**config.mk**
```make
export PLATFORM = sky130hd
export DESIGN_NAME = stack_ctrl
export DESIGN_NICKNAME = d
export VERILOG_FILES = /design/src/rtl/stack_ctrl_pkg.sv /design/src/rtl/stack_arb.sv /design/src/rtl/stack_ctrl.sv
export SDC_FILE = /design/constraint.sdc
export NUM_CORES = 1
export LEC_CHECK = 0
export BUFFER_PORTS_ARGS = -buffer_cell sky130_fd_sc_hd__buf_2
export CAP_MARGIN = 20
export CORE_ASPECT_RATIO = 0.9
export CORE_MARGIN = 5
export CORE_UTILIZATION = 47
export DETAILED_ROUTE_END_ITERATION = 12
export PLACE_DENSITY = 0.77
export SLEW_MARGIN = 10
export SYNTH_ARGS = -nofsm -noshare
export SYNTH_HDL_FRONTEND = slang
export SYNTH_HIERARCHICAL = 1
export SYNTH_SLANG_ARGS = --single-unit
```
**constraint.sdc**
```tcl
create_clock -name clk -period 2.8 [get_ports clk]
set_clock_uncertainty 0.05 [all_clocks]
set_input_delay 0.42 -clock clk [delete_from_list [all_inputs] [get_ports clk]]
set_output_delay 0.42 -clock clk [all_outputs]
set_load 0.05 [all_outputs]
```
**src/rtl/stack_ctrl_pkg.sv**
```systemverilog
// Shared types and encodings for the stack controller: sequencer states,
// push/pop and byte/word operand codes, requester identifiers.
package stack_ctrl_pkg;

  typedef enum logic [2:0] {
    S_IDLE,
    S_WR_HI,
    S_WR_LO,
    S_RD_LO,
    S_RD_HI,
    S_CAP,
    S_RESP
  } state_t;

  localparam logic OP_PUSH  = 1'b0;
  localparam logic OP_POP   = 1'b1;
  localparam logic SZ_BYTE  = 1'b0;
  localparam logic SZ_WORD  = 1'b1;

  localparam logic REQ_CORE = 1'b0;
  localparam logic REQ_IRQ  = 1'b1;

endpackage

```
**src/rtl/stack_arb.sv**
```systemverilog
// Two-way fixed-priority arbiter (interrupt unit beats core); acks are
// combinational while enabled and the winner's ID is held for the transaction.
module stack_arb
  import stack_ctrl_pkg::*;
(
  input  logic clk,
  input  logic reset,
  input  logic en,
  input  logic core_req,
  input  logic irq_req,
  output logic core_ack,
  output logic irq_ack,
  output logic grant,
  output logic sel_irq,
  output logic owner
);

  logic owner_q, owner_d;

  assign sel_irq  = irq_req;
  assign irq_ack  = en & irq_req;
  assign core_ack = en & core_req & ~irq_req;
  assign grant    = irq_ack | core_ack;
  assign owner    = owner_q;

  always_comb begin
    owner_d = owner_q;
    if (grant) owner_d = irq_ack ? REQ_IRQ : REQ_CORE;
  end

  always_ff @(posedge clk or posedge reset) begin
    if (reset) owner_q <= REQ_CORE;
    else       owner_q <= owner_d;
  end

endmodule

```
**src/rtl/stack_ctrl.sv**
```systemverilog
// Stack pointer owner and byte-serial PUSH/POP sequencer for a byte-wide stack
// memory; bounds are checked at accept so a faulting request never touches memory.
module stack_ctrl
  import stack_ctrl_pkg::*;
#(
  parameter logic [15:0] SP_RESET    = 16'hFF00,
  parameter logic [15:0] STACK_LIMIT = 16'hFE00
) (
  input  logic        clk,
  input  logic        reset,
  input  logic        core_req,
  input  logic        core_pop,
  input  logic        core_word,
  input  logic [15:0] core_wdata,
  output logic        core_ack,
  output logic        core_done,
  input  logic        irq_req,
  input  logic        irq_pop,
  input  logic        irq_word,
  input  logic [15:0] irq_wdata,
  output logic        irq_ack,
  output logic        irq_done,
  output logic [15:0] rdata,
  output logic        err,
  output logic [15:0] mem_addr,
  output logic [7:0]  mem_wdata,
  output logic        mem_we,
  output logic        mem_re,
  input  logic [7:0]  mem_rdata,
  output logic [15:0] sp_out,
  output logic        stack_empty
);

  state_t      state_q, state_d;
  logic [15:0] sp_q, sp_d;
  logic [15:0] wdata_q, wdata_d;
  logic [15:0] rdata_q, rdata_d;
  logic [7:0]  lo_q, lo_d;
  logic        pop_q, pop_d, word_q, word_d, err_q, err_d;

  logic        arb_en, grant, sel_irq, owner;
  logic        req_pop, req_word;
  logic [15:0] req_wdata, used;
  logic [16:0] need;
  logic        overflow, underflow;

  assign arb_en = (state_q == S_IDLE) && !reset;

  stack_arb u_arb (
    .clk      (clk),
    .reset    (reset),
    .en       (arb_en),
    .core_req (core_req),
    .irq_req  (irq_req),
    .core_ack (core_ack),
    .irq_ack  (irq_ack),
    .grant    (grant),
    .sel_irq  (sel_irq),
    .owner    (owner)
  );

  assign req_pop   = sel_irq ? irq_pop   : core_pop;
  assign req_word  = sel_irq ? irq_word  : core_word;
  assign req_wdata = sel_irq ? irq_wdata : core_wdata;

  // 17-bit compares so SP - n can never wrap past zero and look in-bounds.
  assign need      = (req_word == SZ_BYTE) ? 17'd1 : 17'd2;
  assign used      = SP_RESET - sp_q;
  assign overflow  = {1'b0, sp_q} < ({1'b0, STACK_LIMIT} + need);
  assign underflow = {1'b0, used} < need;

  assign rdata       = rdata_q;
  assign err         = err_q;
  assign sp_out      = sp_q;
  assign stack_empty = (sp_q == SP_RESET);

  always_comb begin
    state_d   = state_q;
    sp_d      = sp_q;
    wdata_d   = wdata_q;
    rdata_d   = rdata_q;
    lo_d      = lo_q;
    pop_d     = pop_q;
    word_d    = word_q;
    err_d     = err_q;
    mem_addr  = 16'h0000;
    mem_wdata = 8'h00;
    mem_we    = 1'b0;
    mem_re    = 1'b0;
    core_done = 1'b0;
    irq_done  = 1'b0;
    case (state_q)
      S_IDLE: begin
        if (grant) begin
          pop_d   = req_pop;
          word_d  = req_word;
          wdata_d = req_wdata;
          if ((req_pop == OP_PUSH) ? overflow : underflow) begin
            err_d   = 1'b1;
            state_d = S_RESP;
          end else if (req_pop == OP_POP) begin
            state_d = S_RD_LO;
          end else begin
            state_d = (req_word == SZ_WORD) ? S_WR_HI : S_WR_LO;
          end
        end
      end
      S_WR_HI: begin
        mem_we    = 1'b1;
        mem_addr  = sp_q - 16'd1;
        mem_wdata = wdata_q[15:8];
        sp_d      = sp_q - 16'd1;
        state_d   = S_WR_LO;
      end
      S_WR_LO: begin
        mem_we    = 1'b1;
        mem_addr  = sp_q - 16'd1;
        mem_wdata = wdata_q[7:0];
        sp_d      = sp_q - 16'd1;
        err_d     = 1'b0;
        state_d   = S_RESP;
      end
      S_RD_LO: begin
        mem_re   = 1'b1;
        mem_addr = sp_q;
        sp_d     = sp_q + 16'd1;
        state_d  = (word_q == SZ_WORD) ? S_RD_HI : S_CAP;
      end
      S_RD_HI: begin
        lo_d     = mem_rdata;
        mem_re   = 1'b1;
        mem_addr = sp_q;
        sp_d     = sp_q + 16'd1;
        state_d  = S_CAP;
      end
      S_CAP: begin
        rdata_d = (word_q == SZ_WORD) ? {mem_rdata, lo_q} : {8'h00, mem_rdata};
        err_d   = 1'b0;
        state_d = S_RESP;
      end
      S_RESP: begin
        core_done = (owner == REQ_CORE);
        irq_done  = (owner == REQ_IRQ);
        state_d   = S_IDLE;
      end
      default: state_d = S_IDLE;
    endcase
  end

  always_ff @(posedge clk or posedge reset) begin
    if (reset) begin
      state_q <= S_IDLE;
      sp_q    <= SP_RESET;
      wdata_q <= 16'h0000;
      rdata_q <= 16'h0000;
      lo_q    <= 8'h00;
      pop_q   <= 1'b0;
      word_q  <= 1'b0;
      err_q   <= 1'b0;
    end else begin
      state_q <= state_d;
      sp_q    <= sp_d;
      wdata_q <= wdata_d;
      rdata_q <= rdata_d;
      lo_q    <= lo_d;
      pop_q   <= pop_d;
      word_q  <= word_d;
      err_q   <= err_d;
    end
  end

endmodule

```
==> results.json, run 1 <==
{
  "drt_iter0_markers": 232,
  "clock-sinks": 62,
  "final_cells": 679,
  "wl_per_cell_um": 15.6,
  "required_ps": 3000,
  "syn_inst": 452,
  "syn_area_per_cell_um2": 8.35,
  "initial_utilization_pct": 47.5,
  "synthFlopType": "dfrtp_1",
  "relSlewSlack_pct": 44.5,
  "synthesis.area_mm2": 0.00378,
  "die_h_um": 95.0,
  "crit_start": "sp_out[1]",
  "status": "finished with violations",
  "ys_ff_latch": 62,
  "drc_errors": 0,
  "dieArea_mm2": 0.00993,
  "dr.pass1.iters": 5,
  "mostFrequentLayoutCell": "buf_2",
  "multiInputGateArea_mm2": 0.00224,
  "cts_buffers": 9,
  "period_share_pct": 102,
  "grt_overflow": 0,
  "insertedDiodeCount": 0,
  "min_period_ps": 2840,
  "n_fill_cell": 668,
  "min_from": "mem_rdata[1]",
  "final_cell_mix": "101 x buf_2, 82 x nand2_1, 51 x dfrtp_1",
  "synth_cell_types": 57,
  "worstPathCellList": "inv_2 > ha_4 > nor3b_1 > xnor2_1 > a2111oi_0 > nor4b_2 > or4b_4 > a221oi_2",
  "grt_setup_unrepaired": "true",
  "worst_slack_ps": -42.4,
  "num_rows": 31,
  "tightest_slew_ps": 830,
  "cap_violations": 0,
  "path_class": "reg -> reg",
  "ys_seq_area_share_pct": 41.4,
  "violations": "negative setup slack",
  "numPortBuffers": 111,
  "critPathMaxFanout": 3,
  "hp-class": "in -> reg",
  "grt_max_degree": 37,
  "dp_cells": 657,
  "critPathSlowestCell": "or4b_4",
  "final_net_count": 627,
  "cts_tree": "built",
  "synth-edff-count": 0,
  "final_cell_area_mm2": 0.00511,
  "setup_viol": 3,
  "gp_congestion": 0.876,
  "ant_nets": 0,
  "startpoint_type": "flop",
  "drv_slew": 0,
  "seq_area_mm2": 0.00157,
  "drive_gt1_share_pct": 38.3,
  "h-tree-depth": 3,
  "clockBufferDepth": 2,
  "syn_nets": 504,
  "yosys_warnings": 6,
  "grt_pass1_wl_mm": 16.8,
  "clk_latency_ps": 340,
  "via_per_inst": 5.52,
  "r2r-start": "sp_out[1]",
  "drt-total-wl_mm": 10.6,
  "grt_use_total_pct": 20.6,
  "final_util_pct": 64.3,
  "ioPinCount": 112,
  "cpPeakStageDelay_ps": 520,
  "vias": 3751,
  "grt_pass1_vias": 3532,
  "dpl_cell_area_mm2": 0.00468,
  "dp_hpwl_mm": 7.61,
  "clockRootBuffer": "clkbuf_8",
  "async_flop_share_pct": 100,
  "area_growth_pct": 35.5,
  "die_w_um": 104,
  "crit_arrival_ps": 3040,
  "core-area_mm2": 0.00795,
  "hold_viol_final": 0,
  "end_kind": "flop",
  "fmax_mhz": 352,
  "antenna_found_initial": 0,
  "clkSlewWorstSetupHoldPaths_ps": 80
}
-- per-layer routing --
layer | routed length (um) | vias to the layer above | GRT usage (%)
met5 | 0 | - | 0
met4 | 208 | 0 | 7.23
met3 | 678 | 22 | 4.20
met2 | 5250 | 151 | 34.5
met1 | 4440 | 1752 | 26.7
li1 | - | 1826 | -
-- critical path, delay by kind of cell, from the launching register on --
family / cells / cell delay [ps]
xor gates and xnor gates: 1 / 210
and+or+nand+nor: 3 / 1170
adders and majority gates: 1 / 150
AOI/OAI and AO/OA: 2 / 650
buffers and inverters: 1 / 100
DFF: 1 / 410
-- metrics by stage --
stage,hold slack [ps],worst slack (ps),TNS [ps]
global route,254,-128,-537
detailed placement,244,-32.1,-49.4
CTS,239,-34.7,-69.6
global placement,242,32.7,0
floorplan,98.7,-279,-1960
finish,248,-42.4,-99.2
-- cells in the mapped netlist, types with 4 or more instances --
master    instances  area, um^2
o31ai_1           4        30.0
nor3_1           11        55.1
nor2_1           42         158
o21ai_0          42         210
or3_1             5        31.3
nand2_1          85         319
o22ai_1           5        31.3
xor2_1            8        70.1
nor2b_1           5        31.3
inv_1             9        33.8
a22oi_1           8        60.1
clkbuf_1         31         116
dfrtp_1          54        1350
and3_1            5        31.3
xnor2_1           8        70.1
mux2i_1          27         270
a21oi_1          30         150
dfstp_2           8         210
ha_1              4        50.1
-- final cells by class --
| type | count | area share (%) |
|---|---|---|
| inverters | 9 | 0.734 |
| clock buffers | 9 | 2.42 |
| multi-input cells | 344 | 43.7 |
| well taps | 99 | 2.42 |
| clock inverters | 7 | 1.91 |
| flip-flops and latches | 62 | 30.6 |
| repair buffers | 149 | 18.2 |
-- state kept, by name, indices dropped and copies added (netlist names) --
register     cells
rdata           16
sp_out          16
wdata_q         16
lo_q             8
state_q          3
err              1
u_arb/owner      1
word_q           1
-- worst paths after layout --
check | end | slack [ps] | cells past startpoint
hold / removal | lo_q[1] | 250 | 3
setup reg to reg | state_q[1] | -40 | 8
hold reg to reg | rdata[14] | 430 | 2
max in group asynchronous | wdata_q[9] | 1410 | 4
min in group asynchronous | u_arb/owner | 440 | 3
setup / recovery | state_q[1] | -40 | 8
-- cells by family after synthesis --
group | Yosys count | share of synthesized area [%]
flops | 62 | 41.4
simple gates | 185 | 23.1
compound gates | 110 | 17.5
buf+inv | 46 | 5.30
mux | 29 | 7.75
fa+ha+maj | 4 | 1.33
xor+xnor | 16 | 3.71
-- timing repair --
action	in CTS	in global routing
endpoints found under the hold margin	1	0
hold buffers	1	0
setup endpoints to repair	15	15
pin swaps	2	10
setup buffers	2	4
resized for setup	25	26
Power of run 1 is left out: the tool's default activity adds up to more than one toggle a clock period on the data nets, which glitch-free logic cannot reach.
==> run 2: changes to the inputs <==
--- a/config.mk
+++ b/config.mk
@@ -5,13 +5,14 @@
 export SDC_FILE = /design/constraint.sdc
 export NUM_CORES = 1
 export LEC_CHECK = 0
-export BUFFER_PORTS_ARGS = -buffer_cell sky130_fd_sc_hd__buf_2
 export CAP_MARGIN = 20
 export CORE_ASPECT_RATIO = 0.9
 export CORE_MARGIN = 5
-export CORE_UTILIZATION = 47
+export CORE_UTILIZATION = 58
 export DETAILED_ROUTE_END_ITERATION = 12
-export PLACE_DENSITY = 0.77
+export DONT_BUFFER_PORTS = 1
+export MAX_ROUTING_LAYER = met4
+export PLACE_DENSITY = 0.76
 export SLEW_MARGIN = 10
 export SYNTH_ARGS = -nofsm -noshare
 export SYNTH_HDL_FRONTEND = slang
==> constraint.sdc (replaced) <==
create_clock -name clk -period 2.5 [get_ports clk]
set_clock_uncertainty 0.05 [all_clocks]
set_input_delay 0.375 -clock clk [delete_from_list [all_inputs] [get_ports clk]]
set_output_delay 0.375 -clock clk [all_outputs]
set_load 0.05 [all_outputs]
==> run 2 against run 1 <==
The flow still finishes with violations (negative setup slack). Cell count down 6.8%. Worst setup slack worse by 490 ps. Core utilization up 23 points.
==> results.json, run 2 (synthesis results as in run 1) <==
{
  "crit_top_cell": "buf_6",
  "clock-sinks": 62,
  "drive_gt1_share_pct": 37.5,
  "crit_arrival_ps": 2610,
  "core-area_mm2": 0.00622,
  "num_rows": 27,
  "worst-path-buf-inv": 3,
  "period_share_pct": 121,
  "ant_nets": 0,
  "gp_congestion": 0.952,
  "drv_slew": 0,
  "wl_per_cell_um": 20.1,
  "cts_buffers": 9,
  "setup_viol": 14,
  "grt_use_total_pct": 30.8,
  "clkSlewWorstSetupHoldPaths_ps": 90,
  "n_fill_cell": 328,
  "status": "finished with violations",
  "via_per_inst": 6.25,
  "cap_violations": 0,
  "rrSetupSlack_ps": -530,
  "tightest_slew_ps": 890,
  "min_period_ps": 3030,
  "insertedDiodeCount": 0,
  "h-tree-depth": 3,
  "grt_setup_unrepaired": "true",
  "final_net_count": 593,
  "fin_setup_tns_ps": -4910,
  "hold_viol_final": 0,
  "crit_family": "simple AND/OR/NAND/NOR gates",
  "cpPeakStageDelay_ps": 540,
  "grt_max_degree": 33,
  "dr.pass1.iters": 5,
  "initial_utilization_pct": 60.7,
  "dieArea_mm2": 0.00823,
  "worst_slack_ps": -531,
  "clockBufferDepth": 2,
  "antenna_found_initial": 0,
  "violations": "negative setup slack",
  "cts_tree": "built",
  "area_growth_pct": 43.9,
  "end_kind": "output pin",
  "final_cell_mix": "83 x buf_4, 81 x nand2_1, 48 x dfrtp_1",
  "clockRootBuffer": "clkbuf_8",
  "critPathMaxFanout": 4,
  "worstPathCellList": "or4_4 > or2_4 > buf_6 > nor3_4 > buf_6 > nand2_8 > o41ai_4 > buf_12",
  "relSlewSlack_pct": 40.5,
  "mostFrequentLayoutCell": "buf_4",
  "required_ps": 2080,
  "numPortBuffers": 0,
  "die_h_um": 86.5,
  "hp-class": "in -> reg",
  "grt_pass1_wl_mm": 19.4,
  "die_w_um": 95.1,
  "grt_pass1_vias": 3891,
  "startpoint_type": "flop",
  "drc_errors": 0,
  "grt_overflow": 0,
  "ioPinCount": 112,
  "path_class": "reg -> out",
  "fmax_mhz": 330,
  "clk_latency_ps": 340,
  "critPathSlowestCell": "or4_4",
  "drt-total-wl_mm": 12.7,
  "vias": 3956,
  "dp_hpwl_mm": 7.98,
  "drt_iter0_markers": 328
}
[run 2: per-layer routing]
layer / share of wire, % / GRT usage (%)
met1: 38 / 38.5
met2: 49 / 49.3
met4: 2.9 / 10.1
met3: 9.4 / 7.29
met5: 0 / -
[run 2: worst paths after layout]
kind / start / end / depth (start not counted)
max in group asynchronous: reset / wdata_q[6] / 3
min in group asynchronous: reset / u_arb/owner / 2
setup / recovery: sp_out[4] / mem_addr[15] / 8
setup reg to reg: sp_out[4] / state_q[1] / 8
hold / removal: mem_rdata[6] / lo_q[6] / 2
hold reg to reg: lo_q[1] / lo_q[1] / 2
[run 2: cell type report]
cell class                      instances  area [um^2]  share of cell area [%]
Timing Repair Buffer                  115         1120                    20.6
Clock inverter                          7          105                    1.93
Multi-Input combinational cell        344         2370                    43.6
Clock buffer                            9          124                    2.28
Tap cell                               87          109                    2.00
Inverter                                9         40.0                   0.737
Sequential cell                        62         1570                    28.9
[run 2: timing repair]
item / 4_1_cts / 5_1_grt
hold endpoints to repair: 11 / 0
hold buffers: 1 / 0
endpoints found under the setup margin: 22 / 22
pin swaps: 19 / 13
gates resized for setup: 37 / 27
setup buffers: 17 / 10
[run 2: metrics by stage]
step / hold WS, ps / utilization (%) / worst slack, ps / cell area [um^2] / cells
3_5_place_dp: 61.6 / 76.5 / -277 / 4760 / 591
4_1_cts: 86.8 / 84.8 / -500 / 5270 / 624
5_1_grt: 90.6 / 87.4 / -611 / 5440 / 633
2_1_floorplan: 53.7 / - / -566 / 3970 / 452
6_report: 89.3 / 87.4 / -531 / 5440 / 633
3_3_place_gp: 56.5 / 76.5 / -244 / 4760 / 591
Power of run 2 is left out for the same reason.
==> run 3: changes to the inputs <==
==> constraint.sdc (replaced) <==
create_clock -name clk -period 2.5 [get_ports clk]
set_clock_uncertainty 0.05 [all_clocks]
set_input_delay 0.375 -clock clk [delete_from_list [all_inputs] [get_ports clk]]
set_output_delay 0.375 -clock clk [all_outputs]
set_load 0.02 [all_outputs]
==> run 3 against run 2 <==
The flow still finishes with violations (negative setup slack). Hold slack improved by 7.4 ps. Cell count decreased by 4.3%. Clock-buffer cell count increased by 1.
==> results.json, run 3 (synthesis results as in run 1) <==
{
  "via_per_inst": 6.01,
  "clkPwrFrac_pct": 11.3,
  "powerDensity_mw_per_mm2": 1440,
  "dp_cells": 563,
  "required_ps": 2080,
  "path_class": "reg -> out",
  "drc_errors": 0,
  "cts_buffers": 9,
  "crit_family": "simple AND/OR/NAND/NOR gates",
  "wl_per_cell_um": 18.4,
  "startpoint_type": "flop",
  "core-area_mm2": 0.00622,
  "hold_viol_final": 0,
  "drv_slew": 0,
  "p_comb_share_pct": 57.6,
  "tightest_slew_ps": 744,
  "fin_setup_tns_ps": -2510,
  "initial_utilization_pct": 60.7,
  "setup_viol": 14,
  "dp_hpwl_mm": 7.24,
  "crit_arrival_ps": 2420,
  "relSlewSlack_pct": 50.4,
  "grt_pass1_wl_mm": 17.1,
  "h-tree-depth": 3,
  "violations": "negative setup slack",
  "p_int_w": 0.00367,
  "final_cell_mix": "82 x nand2_1, 72 x buf_4, 53 x dfrtp_1",
  "dr.pass1.iters": 5,
  "wl_met2_mm": 5.39,
  "ioPinCount": 112,
  "vias": 3644,
  "worst-path-buf-inv": 3,
  "clock-sinks": 62,
  "grt_use_total_pct": 27.1,
  "cpPeakStageDelay_ps": 530,
  "critPathMaxFanout": 3,
  "grt_setup_unrepaired": "true",
  "insertedDiodeCount": 0,
  "routedLengthMet1_mm": 4.60,
  "worstPathCellList": "or4_4 > or2_4 > buf_6 > nor3_4 > buf_6 > nand2_4 > o41ai_4 > buf_4",
  "clockRootBuffer": "clkbuf_8",
  "final_util_pct": 80.5,
  "dpl_cell_area_mm2": 0.00426,
  "final_cells": 606,
  "hp-class": "in -> reg",
  "leakagePower_nw": 2.29,
  "drt-total-wl_mm": 11.1,
  "end_kind": "output pin",
  "wl_met3_um": 793,
  "mostFrequentLayoutCell": "nand2_1",
  "final_cell_area_mm2": 0.00501,
  "area_growth_pct": 32.6,
  "clkSlewWorstSetupHoldPaths_ps": 80,
  "finalPower_w": 0.00721,
  "period_share_pct": 114,
  "numPortBuffers": 0,
  "final_net_count": 566,
  "drt_iter0_markers": 257,
  "dieArea_mm2": 0.00823,
  "grt_overflow": 0,
  "cts_tree": "built",
  "fmax_mhz": 352,
  "vdd_drop_max_mv": 1.01,
  "grt_max_degree": 35,
  "clk_latency_ps": 340,
  "top_layer": "met4",
  "antenna_found_initial": 0,
  "gp_congestion": 0.942,
  "ant_nets": 0,
  "crit_top_cell": "buf_6",
  "clockBufferDepth": 2,
  "p_sw_w": 0.00354,
  "drive_gt1_share_pct": 32.9,
  "min_period_ps": 2840,
  "status": "finished with violations",
  "worst_slack_ps": -342,
  "p_sw_share_pct": 49.2,
  "die_w_um": 95.1,
  "critPathSlowestCell": "or4_4",
  "num_rows": 27,
  "seqPwrFrac_pct": 31.1,
  "die_h_um": 86.5,
  "cap_violations": 0,
  "grt_pass1_vias": 3494
}
[run 3: through the flow]
| stage | setup WS (ps) | hold WS [ps] |
|---|---|---|
| final | -342 | 96.7 |
| after global routing | -444 | 82.1 |
| after CTS | -435 | 89.1 |
| after detailed placement | -279 | 59.2 |
| after global placement | -217 | 55.6 |
| after floorplan | -473 | 53.7 |
[run 3: worst register-to-register path, stage by stage, from the launching register on]
cell and delay [ps]:
dfrtp_1 380, or4_4 530, or2_4 250, or4b_1 470, o311a_1 160, or4b_4 520, a221oi_2 240
[run 3: path summary, 6_finish.rpt]
path	cells past startpoint	end	slack [ps]	startpoint
max in group asynchronous	3	wdata_q[7]	1230	reset
max	8	mem_addr[15]	-340	sp_out[4]
max reg2reg	6	state_q[1]	-210	sp_out[4]
min in group asynchronous	2	u_arb/owner	320	reset
min	2	lo_q[4]	100	mem_rdata[4]
min reg2reg	2	lo_q[0]	440	lo_q[0]
[run 3: per-layer routing]
metal  vias up  track usage [%]
li1       1702                -
met1      1740             34.1
met2       166             43.2
met3        36             6.86
met4         0             8.52
met5         -                -
[run 3: what timing repair did]
item                                    4_1_cts  5_1_grt
hold endpoints to repair                     20        0
resized for setup                            55       25
pin swaps                                    25       15
hold buffers                                  1        0
cloned                                        0        0
endpoints found under the setup margin       21       20
setup buffers                                19       10
[run 3: cell type report]
| cell class | instances | area [um^2] |
|---|---|---|
| fill | 407 | 1210 |
| clock inverter | 6 | 43.8 |
| timing repair buffer | 88 | 746 |
| multi-input combinational | 344 | 2370 |
| sequential | 62 | 1560 |
| inverter | 9 | 40.0 |
| tap | 87 | 109 |
| clock buffer | 10 | 138 |
[run 3: power by group through the flow]
stage / Sequential [W] / Combinational, W / Clock, W
floorplan: 0.00211 / 0.00247 / 0
finish: 0.00224 / 0.00415 / 0.000818
global route: 0.00232 / 0.00451 / 0.000867
detailed placement: 0.00222 / 0.00345 / 0
CTS: 0.00223 / 0.00380 / 0.000819
global placement: 0.00219 / 0.00337 / 0
No activity file was read; power rests on OpenSTA's default activity.
